### src/rtl/acl2_spi_responder_pkg.sv
// Shared constants for the ADXL362-style SPI register responder: commands, register map, FSM encodings.
package acl2_spi_responder_pkg;

    localparam logic [7:0] CMD_READ       = 8'h0B;
    localparam logic [7:0] CMD_WRITE      = 8'h0A;
    localparam logic [7:0] SOFT_RESET_KEY = 8'h52;

    localparam logic [5:0] ADDR_DEVID_AD  = 6'h00;
    localparam logic [5:0] ADDR_DEVID_MST = 6'h01;
    localparam logic [5:0] ADDR_PART_ID   = 6'h02;
    localparam logic [5:0] ADDR_XDATA     = 6'h08;
    localparam logic [5:0] ADDR_YDATA     = 6'h09;
    localparam logic [5:0] ADDR_ZDATA     = 6'h0A;
    localparam logic [5:0] ADDR_XDATA_L   = 6'h0E;
    localparam logic [5:0] ADDR_XDATA_H   = 6'h0F;
    localparam logic [5:0] ADDR_YDATA_L   = 6'h10;
    localparam logic [5:0] ADDR_YDATA_H   = 6'h11;
    localparam logic [5:0] ADDR_ZDATA_L   = 6'h12;
    localparam logic [5:0] ADDR_ZDATA_H   = 6'h13;
    localparam logic [5:0] ADDR_SOFT_RST  = 6'h1F;
    localparam logic [5:0] ADDR_FILTER    = 6'h2C;
    localparam logic [5:0] ADDR_POWER     = 6'h2D;

    localparam logic [7:0] FILTER_CTL_RST = 8'h13;
    localparam logic [7:0] POWER_CTL_RST  = 8'h00;

    localparam logic [2:0] ST_IDLE   = 3'd0;
    localparam logic [2:0] ST_CMD    = 3'd1;
    localparam logic [2:0] ST_ADDR   = 3'd2;
    localparam logic [2:0] ST_RD     = 3'd3;
    localparam logic [2:0] ST_WR     = 3'd4;
    localparam logic [2:0] ST_IGNORE = 3'd5;

    // High data byte: sign-extended top nibble of a 12-bit sample.
    function automatic logic [7:0] sign_hi(input logic [11:0] v);
        return {{4{v[11]}}, v[11:8]};
    endfunction

endpackage

### src/rtl/spi_edge_sync.sv
// Multi-flop synchronizer with a history flop; reports level plus one-clk rise/fall pulses.
// Latency STAGES clk to level and edge pulses; no backpressure (free-running).
module spi_edge_sync #(
    parameter int STAGES = 2
) (
    input  logic clk,
    input  logic din,
    output logic lvl,
    output logic rise,
    output logic fall
);

    logic [STAGES-1:0] chain;
    logic              prev;

    // Deliberately unreset: the history flop always tracks the level, so a reset can never fabricate an edge.
    always_ff @(posedge clk) begin
        chain <= {chain[STAGES-2:0], din};
        prev  <= chain[STAGES-1];
    end

    assign lvl  = chain[STAGES-1];
    assign rise = chain[STAGES-1] & ~prev;
    assign fall = ~chain[STAGES-1] & prev;

endmodule

### src/rtl/acl2_spi_responder.sv
// SPI mode-0 slave emulating the ADXL362 register protocol over a 64-byte map with snapshotted accel data.
// Latency: wr_valid SYNC_STAGES+1 clk after the 8th data sclk rise; no backpressure (master owns the clock).
module acl2_spi_responder
    import acl2_spi_responder_pkg::*;
#(
    parameter int         SYNC_STAGES = 2,
    parameter logic [7:0] DEVID_AD    = 8'hAD,
    parameter logic [7:0] DEVID_MST   = 8'h1D,
    parameter logic [7:0] PART_ID     = 8'hF2
) (
    input  logic        clk,
    input  logic        rst,
    input  logic        spi_cs,
    input  logic        spi_sclk,
    input  logic        spi_mosi,
    output logic        spi_miso,
    input  logic [11:0] acc_x,
    input  logic [11:0] acc_y,
    input  logic [11:0] acc_z,
    output logic [7:0]  power_ctl,
    output logic [7:0]  filter_ctl,
    output logic        wr_valid,
    output logic [5:0]  wr_addr,
    output logic [7:0]  wr_data,
    output logic        busy
);

    logic cs_lvl, cs_rise, cs_fall;
    logic sclk_rise, sclk_fall, unused_sclk_lvl;
    logic mosi_lvl, unused_mosi_rise, unused_mosi_fall;

    spi_edge_sync #(.STAGES(SYNC_STAGES)) u_cs_sync (
        .clk (clk), .din (spi_cs), .lvl (cs_lvl), .rise (cs_rise), .fall (cs_fall)
    );
    spi_edge_sync #(.STAGES(SYNC_STAGES)) u_sclk_sync (
        .clk (clk), .din (spi_sclk), .lvl (unused_sclk_lvl), .rise (sclk_rise), .fall (sclk_fall)
    );
    spi_edge_sync #(.STAGES(SYNC_STAGES)) u_mosi_sync (
        .clk (clk), .din (spi_mosi), .lvl (mosi_lvl), .rise (unused_mosi_rise), .fall (unused_mosi_fall)
    );

    logic [2:0]  state;
    logic        is_rd;
    logic [2:0]  i;
    logic [6:0]  sr;
    logic [5:0]  ptr;
    logic [7:0]  tx;
    logic        load_pend;
    logic [11:0] snap_x, snap_y, snap_z;
    logic [7:0]  byte_in;
    logic [7:0]  rd_byte;
    logic        shifting;

    assign byte_in  = {sr, mosi_lvl};
    assign shifting = (state == ST_CMD) || (state == ST_ADDR) || (state == ST_RD) || (state == ST_WR);
    assign spi_miso = (state == ST_RD) ? tx[7] : 1'b0;

    always_comb begin
        rd_byte = 8'h00;
        case (ptr)
            ADDR_DEVID_AD:  rd_byte = DEVID_AD;
            ADDR_DEVID_MST: rd_byte = DEVID_MST;
            ADDR_PART_ID:   rd_byte = PART_ID;
            ADDR_XDATA:     rd_byte = snap_x[11:4];
            ADDR_YDATA:     rd_byte = snap_y[11:4];
            ADDR_ZDATA:     rd_byte = snap_z[11:4];
            ADDR_XDATA_L:   rd_byte = snap_x[7:0];
            ADDR_XDATA_H:   rd_byte = sign_hi(snap_x);
            ADDR_YDATA_L:   rd_byte = snap_y[7:0];
            ADDR_YDATA_H:   rd_byte = sign_hi(snap_y);
            ADDR_ZDATA_L:   rd_byte = snap_z[7:0];
            ADDR_ZDATA_H:   rd_byte = sign_hi(snap_z);
            ADDR_FILTER:    rd_byte = filter_ctl;
            ADDR_POWER:     rd_byte = power_ctl;
            default:        rd_byte = 8'h00;
        endcase
    end

    always_ff @(posedge clk) begin
        if (rst) begin
            state      <= ST_IDLE;
            is_rd      <= 1'b0;
            i          <= 3'd0;
            sr         <= 7'd0;
            ptr        <= 6'd0;
            tx         <= 8'd0;
            load_pend  <= 1'b0;
            snap_x     <= 12'd0;
            snap_y     <= 12'd0;
            snap_z     <= 12'd0;
            power_ctl  <= POWER_CTL_RST;
            filter_ctl <= FILTER_CTL_RST;
            wr_valid   <= 1'b0;
            wr_addr    <= 6'd0;
            wr_data    <= 8'd0;
            busy       <= 1'b0;
        end else begin
            wr_valid <= 1'b0;
            busy     <= ~cs_lvl;
            // cs rise takes priority over a coincident sclk edge, dropping any partial byte.
            if (cs_rise) begin
                state     <= ST_IDLE;
                load_pend <= 1'b0;
            end else if (cs_fall && state == ST_IDLE) begin
                snap_x    <= acc_x;
                snap_y    <= acc_y;
                snap_z    <= acc_z;
                i         <= 3'd0;
                load_pend <= 1'b0;
                state     <= ST_CMD;
            end else if (sclk_rise && shifting) begin
                sr <= byte_in[6:0];
                i  <= i + 3'd1;
                if (i == 3'd7) begin
                    case (state)
                        ST_CMD: begin
                            if (byte_in == CMD_READ) begin
                                is_rd <= 1'b1;
                                state <= ST_ADDR;
                            end else if (byte_in == CMD_WRITE) begin
                                is_rd <= 1'b0;
                                state <= ST_ADDR;
                            end else begin
                                state <= ST_IGNORE;
                            end
                        end
                        ST_ADDR: begin
                            ptr <= byte_in[5:0];
                            tx  <= 8'd0;
                            if (is_rd) begin
                                state     <= ST_RD;
                                load_pend <= 1'b1;
                            end else begin
                                state <= ST_WR;
                            end
                        end
                        ST_RD: begin
                            ptr       <= ptr + 6'd1;
                            load_pend <= 1'b1;
                        end
                        ST_WR: begin
                            wr_valid <= 1'b1;
                            wr_addr  <= ptr;
                            wr_data  <= byte_in;
                            ptr      <= ptr + 6'd1;
                            if (ptr == ADDR_FILTER) begin
                                filter_ctl <= byte_in;
                            end else if (ptr == ADDR_POWER) begin
                                power_ctl <= byte_in;
                            end else if (ptr == ADDR_SOFT_RST && byte_in == SOFT_RESET_KEY) begin
                                power_ctl  <= POWER_CTL_RST;
                                filter_ctl <= FILTER_CTL_RST;
                            end
                        end
                        default: ;
                    endcase
                end
            end else if (sclk_fall && state == ST_RD) begin
                if (load_pend) begin
                    tx        <= rd_byte;
                    load_pend <= 1'b0;
                end else begin
                    tx <= {tx[6:0], 1'b0};
                end
            end
        end
    end

endmodule

### config.mk
export PLATFORM = sky130hd
export DESIGN_NAME = acl2_spi_responder
export DESIGN_NICKNAME = d
export VERILOG_FILES = /design/src/rtl/acl2_spi_responder_pkg.sv /design/src/rtl/spi_edge_sync.sv /design/src/rtl/acl2_spi_responder.sv
export SDC_FILE = /design/constraint.sdc
export NUM_CORES = 1
export LEC_CHECK = 0
export CAP_MARGIN = 15
export CORE_MARGIN = 5
export CORE_UTILIZATION = 60
export CTS_CLUSTER_DIAMETER = 60
export DETAILED_ROUTE_END_ITERATION = 10
export DONT_BUFFER_PORTS = 1
export GPL_TIMING_DRIVEN = 1
export PLACE_DENSITY_LB_ADDON = 0.2
export SLEW_MARGIN = 20
export SYNTH_ARGS = -nofsm -noshare
export SYNTH_HDL_FRONTEND = slang
export SYNTH_HIERARCHICAL = 1
export SYNTH_SLANG_ARGS = --single-unit
### constraint.sdc
create_clock -name clk -period 2.8 [get_ports clk]
set_input_delay 0.28 -clock clk [delete_from_list [all_inputs] [get_ports clk]]
set_output_delay 0.28 -clock clk [all_outputs]
set_load 0.02 [all_outputs]
==> results.toml, run 1 <==
[finish]
nets = 601
multiInputGateArea_um2 = 2450
fin_area_um2 = 5030
postLayoutCoreUtil_pct = 65.1
drive_above_1_share_pct = 8.77
mostFrequentLayoutCell = "nand2_1"
seqCellArea_um2 = 2100
instances_no_fill = 661
diodes = 0
mostFrequentLayoutCells = "120 x nand2_1, 105 x dfxtp_1, 69 x a21oi_1, 47 x nor2_1, 28 x a22oi_1"
n_fill_cell = 676
area_growth_syn_to_layout_pct = 6.01

[grt]
grt_max_degree = 88
overflow = 0
first_global_vias = 3892
grt_pass1_wl_um = 20500
antenna_found_initial = 0
grt_use_total_pct = 25.8

[synth]
syn_nets = 614
syn_area_per_cell_um2 = 8.37
synthesis.area_um2 = 4750
synth_warnings = 6
synthCells = 567

[floorplanning]
die_w_um = 99.0
io_pins = 74
dieArea_um2 = 9790
row_count = 32
core_um2 = 7730
start_util_pct = 61.4
die_y_um = 99.0

[cts]
cts_tree = "yes"
clock_path_buffers = 2
numCtsBuffers = 9
cts_resized = 0
postCtsSetupRepairBufs = 0
path_clk_slew_ns = 0.11
cts_root_buffer = "clkbuf_8"
clock_latency_ns = 0.36
ctsHtreeMaxLevel = 3
clock_sinks = 105

[drt]
drt_iter0_drc = 327
avgRoutedWirePerCell_um = 19.3
vias_per_cell = 6.29
dr_total_vias = 4159
first_pass_iters = 5
drt-total-wl_um = 12800
route.detailed.drc = 0
drtAntennaViolNets = 0

[timing]
finClkSkew_ns = 0.0129
maxSlewViolCount = 0
hold_slack_ns = 0.0279
hold_viol_final = 0
setup_viol = 0
tightest_slew_ns = 0.770
fmax_mhz = 410
tns_ns = 0
period_share_pct = 87.0
rsz0062_at_grt = "false"
slew_headroom_pct = 48.2
fin_crit_ns = 2.44

[placement]
place_congestion = 1.01
dp_hpwl_um = 9360
dp.cells = 640
io_buffer_count = 0
dpl_cell_area_um2 = 4790

[pwr]
power_leakage_uw = 0.00165
vdd_drop_max_mv = 0.350
power_density_nw_per_um2 = 502

[worst_setup_path]
crit_path_cell_trace = "inv_1 > ha_1 > and2_1 > a2111oi_2 > a2bb2oi_2 > or2_1 > o21ai_1"
cp-end-kind = "flip-flop"
worstPathRequired_ns = 3.04
startpoint_type = "flip-flop"
cpPeakStageDelay_ns = 0.48
crit_arrival_ns = 2.68
crit_fanout = 12
crit_path_top_delay_cell = "dfxtp_1"
crit_type = "flip-flop to flip-flop"

[outcome]
status = "finished, final reports clean"

[flow_run]
max_cap_violations = 0

[hold_path]
hold_path.class = "input port to flip-flop"
## final timing paths
| path | from | endpoint | slack, ns | cells past startpoint |
|---|---|---|---|---|
| worst max-delay path | ptr[0]$_SDFFE_PP0P_ | tx[0]$_SDFFE_PP0P_ | 0.36 | 7 |
| worst min-delay path | rst | filter_ctl[0]$_SDFFE_PP1P_ | 0.03 | 1 |
| worst max register to register | ptr[0]$_SDFFE_PP0P_ | tx[0]$_SDFFE_PP0P_ | 0.36 | 7 |
| worst min register to register | u_cs_sync/chain[0]$_DFF_P_ | u_cs_sync/chain[1]$_DFF_P_ | 0.34 | 0 |
## cell type report
class                      instances  area share, %
inverter                           4          0.298
multi-input combinational        417           48.7
clock buffer                       9           2.46
timing repair buffer              17           3.13
sequential                       105           41.8
tap                              102           2.54
clock inverter                     7           1.07
## metal layers
layer / track usage [%] / wire length (um) / vias to the layer above
met5: 0 / 0 / -
met4: 9.35 / 376 / 0
met3: 5.31 / 853 / 28
met2: 41.8 / 5920 / 161
met1: 34.0 / 5600 / 1964
li1: - / - / 2006
## report_power, final
part	switching, uW	internal, uW
logic	63.9	38.1
registers	32.0	1520
clock network	537	333
total	633	1900
## through the flow
stage / setup WS, ns / power (uW)
after floorplan: 0.802 / 1660
after global placement: 0.504 / 1660
after detailed placement: 0.422 / 1670
after CTS: 0.394 / 2540
after global routing: 0.218 / 2620
final: 0.363 / 2530
## worst max-delay path: cells and delay by family (launching register included)
family	cells	cell delay (ns)
compound gates	3	0.81
fa+ha+maj	1	0.36
buf+inv	1	0.12
flops	1	0.48
simple gates	2	0.54
## flip-flops by register name (all words and copies together), names as in the netlist, 6 cells and up
name,flops
filter_ctl,8
power_ctl,8
ptr,6
snap_x,12
snap_y,12
snap_z,12
sr,7
tx,8
wr_addr,6
wr_data,8
## what timing repair did
action                                  in CTS  in global routing
hold buffers                                 4                  1
endpoints found under the setup margin       0                  0
hold endpoints to repair                    90                  1
No activity file was read; power rests on OpenSTA's default activity.
==> run 2, diff against run 1 <==
HOLD_SLACK_MARGIN = 0.15   (was not set)
==> run 2 against run 1 <==
Net effect:
- flip-flop and latch count did not move
- die area did not move
- clock power rose by 0.5%
- clock skew fell by 0.0025 ns
- sequential share of layout area fell by 2.8 points
- global-route usage rose by 1.4 points
- combinational power rose by 44%
- critical path type unchanged
- register-to-register slack barely moved
- hold slack improved by 0.15 ns
- cell count rose by 5.4%
- sequential power barely moved
- first-iteration DRC count fell by 2.8%
==> results.toml, run 2 (synthesis results as in run 1) <==
[timing]
tightest_slew_ns = 0.787
period_share_pct = 87.1
setup_viol = 0
hold_viol_final = 0
maxSlewViolCount = 0
tns_ns = 0
setup_ws_ns = 0.361
finClkSkew_ns = 0.0104
fmax_mhz = 410
slew_headroom_pct = 47.1
fin_crit_ns = 2.44
rsz0062_at_grt = "false"

[worst_setup_path]
reg2reg_to = "tx[4]$_SDFFE_PP0P_"
startpoint_type = "flip-flop"
cp-end-kind = "flip-flop"
r2r_setup_slack_ns = 0.36
crit_arrival_ns = 2.68
reg2regPathDepth = 7
worstPathRequired_ns = 3.04
crit_fanout = 12
startpoint = "ptr[0]$_SDFFE_PP0P_"
crit_type = "flip-flop to flip-flop"
cp-endpoint = "tx[4]$_SDFFE_PP0P_"
rr_startpoint = "ptr[0]$_SDFFE_PP0P_"

[grt]
first_global_vias = 4049
grt_max_degree = 94
antenna_found_initial = 0
overflow = 0
grt_pass1_wl_um = 21600
grt_use_total_pct = 27.2

[cts]
cts_tree = "yes"
cts_root_buffer = "clkbuf_8"
clock_path_buffers = 2
clock_sinks = 105
path_clk_slew_ns = 0.11
ctsHtreeMaxLevel = 3
numCtsBuffers = 9
clock_latency_ns = 0.37

[drt]
vias_per_cell = 6.21
drt_iter0_drc = 318
avgRoutedWirePerCell_um = 19.2
route.detailed.drc = 0
drtAntennaViolNets = 0
drt-total-wl_um = 13400
dr_total_vias = 4326
first_pass_iters = 8

[placement]
place_congestion = 1.01
dp_hpwl_um = 9360
io_buffer_count = 0
post-place-ws_ns = 0.422

[floorplanning]
row_count = 32
io_pins = 74
die_w_um = 99.0
dieArea_um2 = 9790
start_util_pct = 61.4
core_um2 = 7730
die_y_um = 99.0

[outcome]
status = "finished, final reports clean"

[pwr]
vdd_drop_max_mv = 0.384
power_leakage_uw = 0.00180
power_density_nw_per_um2 = 478

[hold_path]
hold_path.class = "input port to flip-flop"

[finish]
mostFrequentLayoutCell = "nand2_1"
area_growth_syn_to_layout_pct = 13.7
largestRegisters = "snap_x (12), snap_y (12), snap_z (12)"
n_fill_cell = 624
drive_above_1_share_pct = 8.40
mostFrequentLayoutCells = "120 x nand2_1, 105 x dfxtp_1, 69 x a21oi_1, 47 x nor2_1, 40 x dlygate4sd3_1"
diodes = 0
nets = 637

[flow_run]
max_cap_violations = 0
run 2: cell count changes in the layout (fill, tap and decap cells not counted), sizes merged:
cell,delta
dlygate4sd3,+36
run 2: layer usage:
layer  routed length (um)  global-route usage (%)  vias to the layer above  part of all wire, %
li1                     -                       -                     2077                    -
met1                 5660                    35.3                     2055                   42
met2                 6400                    44.9                      163                   48
met3                  933                    5.66                       31                  7.0
met4                  415                    9.66                        0                  3.1
met5                    0                       0                        -                    0
run 2: worst max-delay path: stages (launching register included):
cell and delay (ns):
dfxtp_1 0.48, inv_1 0.12, ha_1 0.36, and2_1 0.35
a2111oi_2 0.43, a2bb2oi_2 0.30, or2_1 0.20, o22ai_1 0.08
run 2: worst min-delay path by stage:
| stage | endpoint | depth (start not counted) | startpoint |
|---|---|---|---|
| 2_1_floorplan | u_cs_sync/chain[0]$_DFF_P_ | 0 | spi_cs |
| 3_3_place_gp | u_cs_sync/chain[0]$_DFF_P_ | 0 | spi_cs |
| 3_5_place_dp | u_cs_sync/chain[0]$_DFF_P_ | 0 | spi_cs |
| 4_1_cts | state[1]$_SDFFE_PP0P_ | 3 | rst |
| 5_1_grt | state[2]$_SDFFE_PP0P_ | 3 | rst |
| 6_report | state[1]$_SDFFE_PP0P_ | 3 | rst |
run 2: where the power goes:
part	internal, uW	switching, uW	total (uW)
Clock	333	542	875
Sequential	1520	32.4	1560
Combinational	71.4	75.6	147
Total	1930	650	2580
run 2: metrics by stage:
step	hold slack, ns	utilization (%)	power (uW)	cells	area [um2]
after global routing	0.178	69.8	2670	697	5400
after floorplan	0.308	-	1660	567	4750
after detailed placement	0.308	61.9	1670	640	4790
final	0.174	69.8	2580	697	5400
after CTS	0.155	69.8	2580	697	5390
after global placement	0.308	61.9	1660	640	4790
run 2: timing repair:
| action | 4_1_cts | 5_1_grt |
|---|---|---|
| hold buffers | 41 | 0 |
| setup endpoints to repair | 0 | 1 |
| buffers inserted | 0 | 0 |
| resized for setup | 0 | 1 |
| endpoints found under the hold margin | 96 | 0 |
run 2: layout make-up:
type	count	area [um2]	share of cell area (%)
repair buffers	53	518	9.60
inverters	4	15.0	0.278
flip-flops and latches	105	2100	39.0
clock buffers	9	124	2.30
clock inverters	7	53.8	0.997
well taps	102	128	2.37
multi-input cells	417	2450	45.5
